[src/rtl/mips_exc_ctrl.sv]
`timescale 1ns/1ps
// mips_exc_ctrl: exception / ERET sequencer for the 5-stage MIPS64 pipeline.
// Owns CP0 Status(12), Cause(13), EPC(14). A taken event runs
// IDLE -> FLUSH -> REDIRECT and then steers the PC to the vector or EPC.
// Optional build macro EXC_TIMER_IRQ_EN adds Count(9)/Compare(11) and IP7.
//
// state    | meaning
// ---------+-------------------------------------------------------------
// IDLE     | sampling events; normal pipeline flow
// FLUSH    | squashing IF/ID/EX, counter runs down to 0
// REDIRECT | redirect_pc is loaded into the PC this cycle
module mips_exc_ctrl #(
    parameter int                    DATA_WIDTH   = 64,
    parameter logic [DATA_WIDTH-1:0] EXC_VECTOR   = DATA_WIDTH'(64'h0000_0000_8000_0180),
    parameter int                    FLUSH_CYCLES = 2
) (
    input  logic                  clk_i,
    input  logic                  reset_i,
    input  logic                  id_valid_i,
    input  logic [DATA_WIDTH-1:0] id_pc_i,
    input  logic                  except_i,
    input  logic                  syscall_i,
    input  logic                  eret_i,
    input  logic                  ex_valid_i,
    input  logic [DATA_WIDTH-1:0] ex_pc_i,
    input  logic                  ex_overflow_i,
    input  logic                  irq_i,
    input  logic                  cp0_wr_en_i,
    input  logic [4:0]            cp0_addr_i,
    input  logic [DATA_WIDTH-1:0] cp0_wdata_i,
    output logic [DATA_WIDTH-1:0] cp0_rdata_o,
    output logic                  flush_o,
    output logic                  stall_o,
    output logic                  redirect_valid_o,
    output logic [DATA_WIDTH-1:0] redirect_pc_o,
    output logic [DATA_WIDTH-1:0] epc_o,
    output logic                  exl_o
);

    localparam int CW = (FLUSH_CYCLES > 1) ? $clog2(FLUSH_CYCLES) : 1;

    localparam logic [4:0] A_COUNT   = 5'd9;
    localparam logic [4:0] A_COMPARE = 5'd11;
    localparam logic [4:0] A_STATUS  = 5'd12;
    localparam logic [4:0] A_CAUSE   = 5'd13;
    localparam logic [4:0] A_EPC     = 5'd14;

    localparam logic [4:0] EXC_INT = 5'd0;
    localparam logic [4:0] EXC_SYS = 5'd8;
    localparam logic [4:0] EXC_RI  = 5'd10;
    localparam logic [4:0] EXC_OV  = 5'd12;

    typedef enum logic [1:0] {
        S_IDLE     = 2'd0,
        S_FLUSH    = 2'd1,
        S_REDIRECT = 2'd2
    } state_t;

    state_t                state_q, state_d;
    logic [CW-1:0]         cnt_q, cnt_d;
    logic [DATA_WIDTH-1:0] target_q, target_d;

    logic                  ie_q, ie_d;
    logic                  exl_q, exl_d;
    logic [7:0]            im_q, im_d;
    logic [4:0]            exccode_q, exccode_d;
    logic [1:0]            ip_sw_q, ip_sw_d;
    logic                  ip2_q;
    logic [DATA_WIDTH-1:0] epc_q, epc_d;
    logic                  ip7;

    logic [7:0]            ip;
    logic                  is_idle;
    logic                  ev_ov, ev_ri, ev_sys, ev_eret, ev_int;
    logic                  trap_take, eret_take, event_take;
    logic [4:0]            trap_code;
    logic [DATA_WIDTH-1:0] victim_pc;
    logic [31:0]           status_rd, cause_rd;
    logic                  wr_status, wr_cause, wr_epc;

    assign ip      = {ip7, 4'b0000, ip2_q, ip_sw_q};
    assign is_idle = (state_q == S_IDLE);

    assign ev_ov   = ex_valid_i & ex_overflow_i;
    assign ev_ri   = id_valid_i & except_i;
    assign ev_sys  = id_valid_i & syscall_i;
    assign ev_eret = id_valid_i & eret_i;
    assign ev_int  = ie_q & ~exl_q & (|(ip & im_q));

    // ERET outranks a pending interrupt but loses to any synchronous trap
    assign trap_take  = is_idle & (ev_ov | ev_ri | ev_sys | (ev_int & ~ev_eret));
    assign eret_take  = is_idle & ev_eret & ~(ev_ov | ev_ri | ev_sys);
    assign event_take = trap_take | eret_take;

    // Pick the winning cause code and the PC of the squashed instruction
    always_comb begin
        trap_code = EXC_INT;
        victim_pc = id_pc_i;
        if (ev_ov) begin
            trap_code = EXC_OV;
            victim_pc = ex_pc_i;
        end else if (ev_ri) begin
            trap_code = EXC_RI;
        end else if (ev_sys) begin
            trap_code = EXC_SYS;
        end
    end

    // Sequencer next-state: latch target on entry, count flush cycles down
    always_comb begin
        state_d  = state_q;
        cnt_d    = cnt_q;
        target_d = target_q;
        unique case (state_q)
            S_IDLE: begin
                if (event_take) begin
                    state_d  = S_FLUSH;
                    cnt_d    = CW'(FLUSH_CYCLES - 1);
                    target_d = trap_take ? EXC_VECTOR : epc_q;
                end
            end
            S_FLUSH: begin
                if (cnt_q == '0) begin
                    state_d = S_REDIRECT;
                end else begin
                    cnt_d = cnt_q - CW'(1);
                end
            end
            S_REDIRECT: state_d = S_IDLE;
            default:    state_d = S_IDLE;
        endcase
    end

    assign flush_o          = event_take | (state_q == S_FLUSH);
    assign stall_o          = ~is_idle | event_take;
    assign redirect_valid_o = (state_q == S_REDIRECT);
    assign redirect_pc_o    = target_q;
    assign epc_o            = epc_q;
    assign exl_o            = exl_q;

    assign wr_status = cp0_wr_en_i & (cp0_addr_i == A_STATUS);
    assign wr_cause  = cp0_wr_en_i & (cp0_addr_i == A_CAUSE);
    assign wr_epc    = cp0_wr_en_i & (cp0_addr_i == A_EPC);

    // CP0 next-state: MTC0 first, then trap/ERET overrides the fields it owns
    always_comb begin
        ie_d      = ie_q;
        exl_d     = exl_q;
        im_d      = im_q;
        exccode_d = exccode_q;
        ip_sw_d   = ip_sw_q;
        epc_d     = epc_q;
        if (wr_status) begin
            ie_d  = cp0_wdata_i[0];
            exl_d = cp0_wdata_i[1];
            im_d  = cp0_wdata_i[15:8];
        end
        if (wr_cause) begin
            ip_sw_d = cp0_wdata_i[9:8];
        end
        if (wr_epc) begin
            epc_d = cp0_wdata_i;
        end
        if (trap_take) begin
            exccode_d = trap_code;
            exl_d     = 1'b1;
            if (!exl_q) begin
                epc_d = victim_pc;
            end
        end
        if (eret_take) begin
            exl_d = 1'b0;
        end
    end

    // Sequencer and CP0 state registers
    always_ff @(posedge clk_i) begin
        if (reset_i) begin
            state_q   <= S_IDLE;
            cnt_q     <= '0;
            target_q  <= '0;
            ie_q      <= 1'b0;
            exl_q     <= 1'b0;
            im_q      <= '0;
            exccode_q <= '0;
            ip_sw_q   <= '0;
            ip2_q     <= 1'b0;
            epc_q     <= '0;
        end else begin
            state_q   <= state_d;
            cnt_q     <= cnt_d;
            target_q  <= target_d;
            ie_q      <= ie_d;
            exl_q     <= exl_d;
            im_q      <= im_d;
            exccode_q <= exccode_d;
            ip_sw_q   <= ip_sw_d;
            ip2_q     <= irq_i;
            epc_q     <= epc_d;
        end
    end

    assign status_rd = {16'h0000, im_q, 6'b000000, exl_q, ie_q};
    assign cause_rd  = {16'h0000, ip, 1'b0, exccode_q, 2'b00};

`ifdef EXC_TIMER_IRQ_EN
    logic [31:0] count_q, count_d;
    logic [31:0] compare_q, compare_d;
    logic        ip7_q, ip7_d;

    // Free-running Count; match uses the pre-increment value, IP7 clears on Compare write
    always_comb begin
        count_d   = count_q + 32'd1;
        compare_d = compare_q;
        ip7_d     = ip7_q;
        if (count_q == compare_q) begin
            ip7_d = 1'b1;
        end
        if (cp0_wr_en_i && (cp0_addr_i == A_COUNT)) begin
            count_d = cp0_wdata_i[31:0];
        end
        if (cp0_wr_en_i && (cp0_addr_i == A_COMPARE)) begin
            compare_d = cp0_wdata_i[31:0];
            ip7_d     = 1'b0;
        end
    end

    // Timer registers
    always_ff @(posedge clk_i) begin
        if (reset_i) begin
            count_q   <= '0;
            compare_q <= '0;
            ip7_q     <= 1'b0;
        end else begin
            count_q   <= count_d;
            compare_q <= compare_d;
            ip7_q     <= ip7_d;
        end
    end

    assign ip7 = ip7_q;

    // CP0 read port, zero-extended
    always_comb begin
        cp0_rdata_o = '0;
        case (cp0_addr_i)
            A_COUNT:   cp0_rdata_o = DATA_WIDTH'(count_q);
            A_COMPARE: cp0_rdata_o = DATA_WIDTH'(compare_q);
            A_STATUS:  cp0_rdata_o = DATA_WIDTH'(status_rd);
            A_CAUSE:   cp0_rdata_o = DATA_WIDTH'(cause_rd);
            A_EPC:     cp0_rdata_o = epc_q;
            default:   cp0_rdata_o = '0;
        endcase
    end
`else
    assign ip7 = 1'b0;

    // CP0 read port, zero-extended; Count/Compare are absent and read as 0
    always_comb begin
        cp0_rdata_o = '0;
        case (cp0_addr_i)
            A_STATUS: cp0_rdata_o = DATA_WIDTH'(status_rd);
            A_CAUSE:  cp0_rdata_o = DATA_WIDTH'(cause_rd);
            A_EPC:    cp0_rdata_o = epc_q;
            default:  cp0_rdata_o = '0;
        endcase
    end
`endif

endmodule

[config.mk]
export PLATFORM = sky130hd
export DESIGN_NAME = mips_exc_ctrl
export DESIGN_NICKNAME = d
export VERILOG_FILES = /design/src/rtl/mips_exc_ctrl.sv
export SDC_FILE = /design/constraint.sdc
export NUM_CORES = 1
export LEC_CHECK = 0
export CAP_MARGIN = 0
export CORE_AREA = 4 4 155 157
export DETAILED_ROUTE_END_ITERATION = 8
export DIE_AREA = 0 0 159 161
export PLACE_DENSITY = 0.68
export SLEW_MARGIN = 0
export SYNTH_ARGS = -nofsm -noshare
export SYNTH_HDL_FRONTEND = slang
export SYNTH_SLANG_ARGS = --single-unit
[constraint.sdc]
create_clock -name clk_i -period 2.77 [get_ports clk_i]
set_clock_uncertainty 0.1 [all_clocks]
set_input_delay 0.554 -clock clk_i [delete_from_list [all_inputs] [get_ports clk_i]]
set_output_delay 0.554 -clock clk_i [all_outputs]
set_load 0.03 [all_outputs]
==> metrics.csv <==
metric;value;unit
yosysWarnings;0;
antenna_found_initial;1;
cts_max_level;4;
drc;0;
max-vdd-ir-drop;351;uV
startpoint_type;input port;
pwr-share-comb;29.1;%
yosys.area.top_type;dfxtp_1;
synth_top_family_by_area;compound AO/OA/AOI/OAI gates;
clk_pin_slew;60;ps
syn_to_final_growth;65.3;%
dp_hpwl;22700;um
antenna_cells;0;
max_slew_margin;44.8;%
period_share;95.9;%
firstDrtPassIters;4;
avgSynthCellArea;10.6;um2
die_h;161;um
grt_pass1_wl;47200;um
worst-setup-path-type;in2out;
ys_seq_elements;147;
final_common_cell;clkdlybuf4s50_1;
arrival;2000;ps
seq_area_frac_synth;39.3;%
worst_slack;113;ps
via_per_inst;5.56;
hold_class;reg2reg;
internal_power;0.00461;W
postSynthCellCount;706;
synthTopCellsByArea;dfxtp_1 (39%), a221oi_2 (12%), mux2i_1 (8.7%), a32o_1 (8.2%), a211oi_1 (6.4%);
powerDensity;550;nW/um2
ant_nets;0;
utilization;55.0;%
gr-total-overflow;0;
switching_power;0.00220;W
clk_latency;420;ps
required;2120;ps
grt_pass1_vias;7681;
finalPower;0.00681;W
reg2regPathDepth;4;
synth-simple-area-share;13.3;%
reg2reg_slack;650;ps
die_x;159;um
synth-compound-area-share;31.7;%
synthDistinctLibCells;40;
netlist_area;7480;um2
vias;7672;
final_cell_mix;clkdlybuf4s50_1 (328), dfxtp_1 (147), buf_4 (92);
clkPwrFrac;34.4;%
fmax;376;MHz
clock_sinks;147;
gr-usage-all-layers;23.3;%
final_layout_size_suffix_gt1_share;20.2;%
drtIter0Drc;362;
cts_buffer_depth;2;
critical_path.max_fanout;7;
dieArea;25600;um2
period_needed;2660;ps
cts_tree;done;
maxCapViolations;0;
tightest_slew;828;ps
power.leakage;5.14;nW
dp_worst_setup_slack;-54.4;ps
grt_max_degree;65;
synth-xor-area-share;0;%
worst_r2r_startpoint;state_q[1];
seqPwrFrac;36.5;%
finalSetupViolCount;0;
yosys.area.top_type_share;39.3;%
wl_per_cell;23.2;um
end_kind;output port;
core-area;22500;um2
outcome;complete, no violations;
cts_made_buffers;17;
nets;1290;
cp-startpoint;cp0_addr_i[4];
cts-root-buf;clkbuf_16;
switching_share;32.3;%
muxShareOfSynthArea;8.69;%
reg2reg_to;epc_o[1];
rsz0062_at_grt;no;
gp_congestion;0.855;
port_buffers;402;
critPathCapture;cp0_rdata_o[5];
rows;55;
synth_adder_area_share;0;%
slew_violations;0;
syn-num-nets;913;
wirelength;32000;um
hold_violations;0;
io_pins;403;
initial_core_util;33.3;%
## sequential cells by signal, indices dropped and copies added, names as in the netlist
name / count
ip_sw_q: 2
ie_q: 1
im_q: 8
exccode_q: 3
cnt_q: 1
ip2_q: 1
epc_o: 64
exl_o: 1
state_q: 2
redirect_pc_o: 64
## critical path, cell delays in order
cell            delay, ps
dlymetal6s2s_1        140
nand3b_1              240
nor3b_4               260
buf_4                 160
buf_12                130
buf_4                 200
a22o_1                160
buf_4                 150
## routing by layer
layer / global-route usage, % / routed length, um
met5: 0 / 7
met4: 6.79 / 696
met3: 6.40 / 2250
met2: 41.0 / 15900
met1: 27.8 / 13100
## cell families after synthesis
| logic type | Yosys count |
|---|---|
| mux | 65 |
| buf+inv | 93 |
| compound gates | 234 |
| simple gates | 167 |
| flops | 147 |
## layout make-up
cell class	count	area [um2]
well taps	285	357
flip-flops and latches	147	2940
clock buffers	18	429
clock inverters	13	160
multi-input cells	466	4060
inverters	6	22.5
repair buffers	445	4400
fillers	2030	10100
## power by group through the flow
stage,registers [W],logic [W],clock network [W]
final,0.00249,0.00198,0.00234
after global routing,0.00251,0.00209,0.00248
after CTS,0.00249,0.00198,0.00240
after detailed placement,0.00253,0.00198,0
after global placement,0.00253,0.00197,0
after floorplan,0.00276,0.000821,0
## per-stage QoR
stage	instance area [um2]	hold WS (ps)	instances	TNS, ps
after global placement	11600	352	1338	-58.5
after global routing	12400	385	1380	0
final	12400	370	1380	0
after detailed placement	11600	346	1338	-1010
after CTS	12200	368	1369	0
after floorplan	7480	326	706	0
## cell usage after synthesis (all sizes together)
| cell | count |
|---|---|
| and2 | 53 |
| inv | 6 |
| o21ai | 4 |
| a211oi | 64 |
| a221oi | 64 |
| nand3b | 2 |
| clkbuf | 52 |
| nor2 | 4 |
| a22o | 10 |
| buf | 35 |
| mux2i | 65 |
| o311ai | 1 |
| dfxtp | 147 |
| a21o | 2 |
| a2111oi | 1 |
| nand2 | 19 |
| and3 | 64 |
| a222oi | 4 |
| nor4 | 1 |
| o221a | 4 |
| a32o | 61 |
| or4b | 1 |
| nor3 | 2 |
| nor4bb | 1 |
| o311a | 1 |
| or2 | 1 |
| nor3b | 1 |
| a31o | 1 |
| nand4 | 2 |
| nor2b | 2 |
| a21oi | 17 |
| or3 | 1 |
| nand2b | 1 |
| nand3 | 12 |
## worst min-delay path by stage
stage | endpoint | from | cells after the start
2_1_floorplan | state_q[1] | cnt_q | 1
3_3_place_gp | state_q[1] | cnt_q | 1
3_5_place_dp | state_q[1] | cnt_q | 1
4_1_cts | state_q[1] | cnt_q | 1
5_1_grt | im_q[3] | im_q[3] | 2
6_report | state_q[1] | cnt_q | 1
## what timing repair did
action,4_1_cts,5_1_grt
setup buffers,0,10
gates resized for setup,2,8
endpoints found under the setup margin,32,66
hold buffers,0,0
hold endpoints to repair,0,0
gates cloned,0,1
pin swaps,0,3
Power figures use the tool's default switching activity.
==> RTL change (config.mk and constraints unchanged) <==
The option `EXC_TIMER_IRQ_EN` is turned on by a define.
--- a/src/rtl/mips_exc_ctrl.sv
+++ b/src/rtl/mips_exc_ctrl.sv
@@ -9,6 +9,8 @@
 // IDLE     | sampling events; normal pipeline flow
 // FLUSH    | squashing IF/ID/EX, counter runs down to 0
 // REDIRECT | redirect_pc is loaded into the PC this cycle
+`define EXC_TIMER_IRQ_EN
+
 module mips_exc_ctrl #(
     parameter int                    DATA_WIDTH   = 64,
     parameter logic [DATA_WIDTH-1:0] EXC_VECTOR   = DATA_WIDTH'(64'h0000_0000_8000_0180),
Check against the original RTL: not equivalent (Yosys sat finds a counterexample within 4 cycles, from zero or initial values and one cycle with reset_i high).
==> RTL change against the original RTL <==
- wire length grew 39%
- critical endpoint is now stall_o
- area after synthesis grew 42%
- final cell count grew 43%
- global-route usage grew 9.5 points
- setup slack lost 0.021 ns
- clock power grew 31%
- power grew 23%
- final area grew 30%
- non-clock buffer count grew 24
- sequential cell count grew 65
- synthesized cell count grew 85%
==> RTL change: results (changes against the original RTL) <==
[placement]
place_congestion=0.953  ; +11%
io_buffers=402  ; unchanged
dp_hpwl_mm=31.4  ; +38%
pre_cts_ws_ns=-0.155  ; -0.100 ns
dpl-instance-area_um2=15000  ; +29%

[worst_setup_path]
r2r-end=epc_o[32]
cp_max_fo=5  ; -2
slowest_stage=a221oi_2
crit_start=id_valid_i
cpLargestDelayFamily=compound AO/OA/AOI/OAI gates
endpoint=stall_o
cp_data_arrival_time_ns=2.02  ; +0.02 ns
r2r_cells=6  ; +2
regToRegStartpoint=ip7
r2r_setup_slack_ns=0.56  ; -0.09 ns
cpPeakStageDelay_ns=0.56  ; +0.30 ns

[synth]
async_flop_share=0  ; unchanged
yosysUniqueCellTypes=51  ; +28%
yosys-top-cells-area=dfxtp_1 (40%), nand2_1 (7.7%), a22oi_1 (6.4%)
syn-num-nets=1513  ; +66%
yosysMostFrequentCell=nand2_1
seq_area_frac_synth=0.398  ; +0.00483
synth_commonest_cells=nand2_1 (220), dfxtp_1 (212), nor2_1 (103), a22oi_1 (91)

[power_and_ir_drop]
ir_worst_vdd_uv=347  ; -1.1%
leakagePower_nw=6.01  ; +17%

[finish]
design_area_um2=16100  ; +30%
final_nets=1876  ; +45%
final_layout_size_suffix_gt1_frac=0.131  ; -0.0708
fillerInstances=1789  ; -12%

[clock_network]
clkLatencyLatePin_ns=0.51  ; +0.09 ns
htree_levels=1  ; -3
cts_buffer_depth=3  ; +1
cts_made_buffers=24  ; +7

[routing]
drt_first_pass_iters=5  ; +1
drt_iter0_drc=1000  ; +180%
vias_per_cell=5.93  ; +6.6%
routedWlPerCell_um=22.5  ; -2.7%

[global_route]
first_global_vias=11578  ; +51%
grt_use_total=0.328  ; +0.0952
grt_first_pass_wirelength_mm=67.5  ; +43%
grt_max_degree=74  ; +14%
antenna_found_initial=5  ; +4

[run_status]
status=finished, final reports clean

[timing]
maxSlewHeadroom=0.435  ; -0.0131
setup_slack_ns=0.0924  ; -0.0208 ns

==> RTL change: cell families after synthesis <==
| family | share of synthesized area |
|---|---|
| muxes | 0.00798 |
| buffers and inverters | 0.0609 |
| xor gates and xnor gates | 0.0485 |
| AOI/OAI and AO/OA | 0.226 |
| DFF | 0.398 |
| adders and majority gates | 0.00117 |
| and+or+nand+nor | 0.257 |
==> RTL change: worst min-delay path by stage <==
stage / from / endpoint / slack [ns] / cells after the start
after floorplan: cnt_q / state_q[1] / 0.32 / 1
after global placement: cnt_q / state_q[1] / 0.34 / 1
after detailed placement: im_q[3] / im_q[3] / 0.35 / 2
after CTS: im_q[3] / im_q[3] / 0.36 / 2
after global routing: exccode_q[1] / exccode_q[1] / 0.38 / 2
final: im_q[3] / im_q[3] / 0.36 / 2
==> RTL change: report_power, final <==
group / switching [mW] / internal [mW] / leakage, nW / total [mW]
logic: 1.01 / 0.869 / 3.93 / 1.87
clock network: 1.23 / 1.83 / 0.359 / 3.06
registers: 0.235 / 3.23 / 1.73 / 3.47
total: 2.47 / 5.93 / 6.01 / 8.40
==> RTL change: what timing repair did <==
action / CTS / global route
hold buffers: 0 / 0
gates resized for setup: 40 / 9
buffers inserted: 7 / 3
pin swaps: 11 / 2
gates cloned: 4 / 0
setup endpoints to repair: 63 / 17
==> RTL change: final cells by class <==
type / count / share of cell area
repair buffers: 469 / 0.301
flip-flops and latches: 212 / 0.263
diodes: 6 / 0.000931
well taps: 285 / 0.0221
inverters: 4 / 0.000931
multi-input cells: 957 / 0.366
clock inverters: 1 / 0.00186
clock buffers: 36 / 0.0438
==> RTL change: tightest hold or removal path: cells and delay by family (launching register included) <==
| kind | cells | cell delay [ns] |
|---|---|---|
| simple gates | 1 | 0.05 |
| compound gates | 1 | 0.05 |
| flops | 1 | 0.31 |
==> RTL change: metrics by stage <==
stage               total power [mW]  instances  hold WS, ns
floorplan                       4.43       1305        0.324
global placement                5.35       1915        0.338
detailed placement              5.36       1915        0.350
CTS                             8.42       1963        0.358
global route                    8.69       1969        0.379
finish                          8.40       1970        0.361
==> RTL change: layer usage <==
layer / track usage / share of wire
met1: 0.395 / 0.38
met2: 0.575 / 0.50
met3: 0.0661 / 0.074
met4: 0.133 / 0.042
met5: 0 / 0
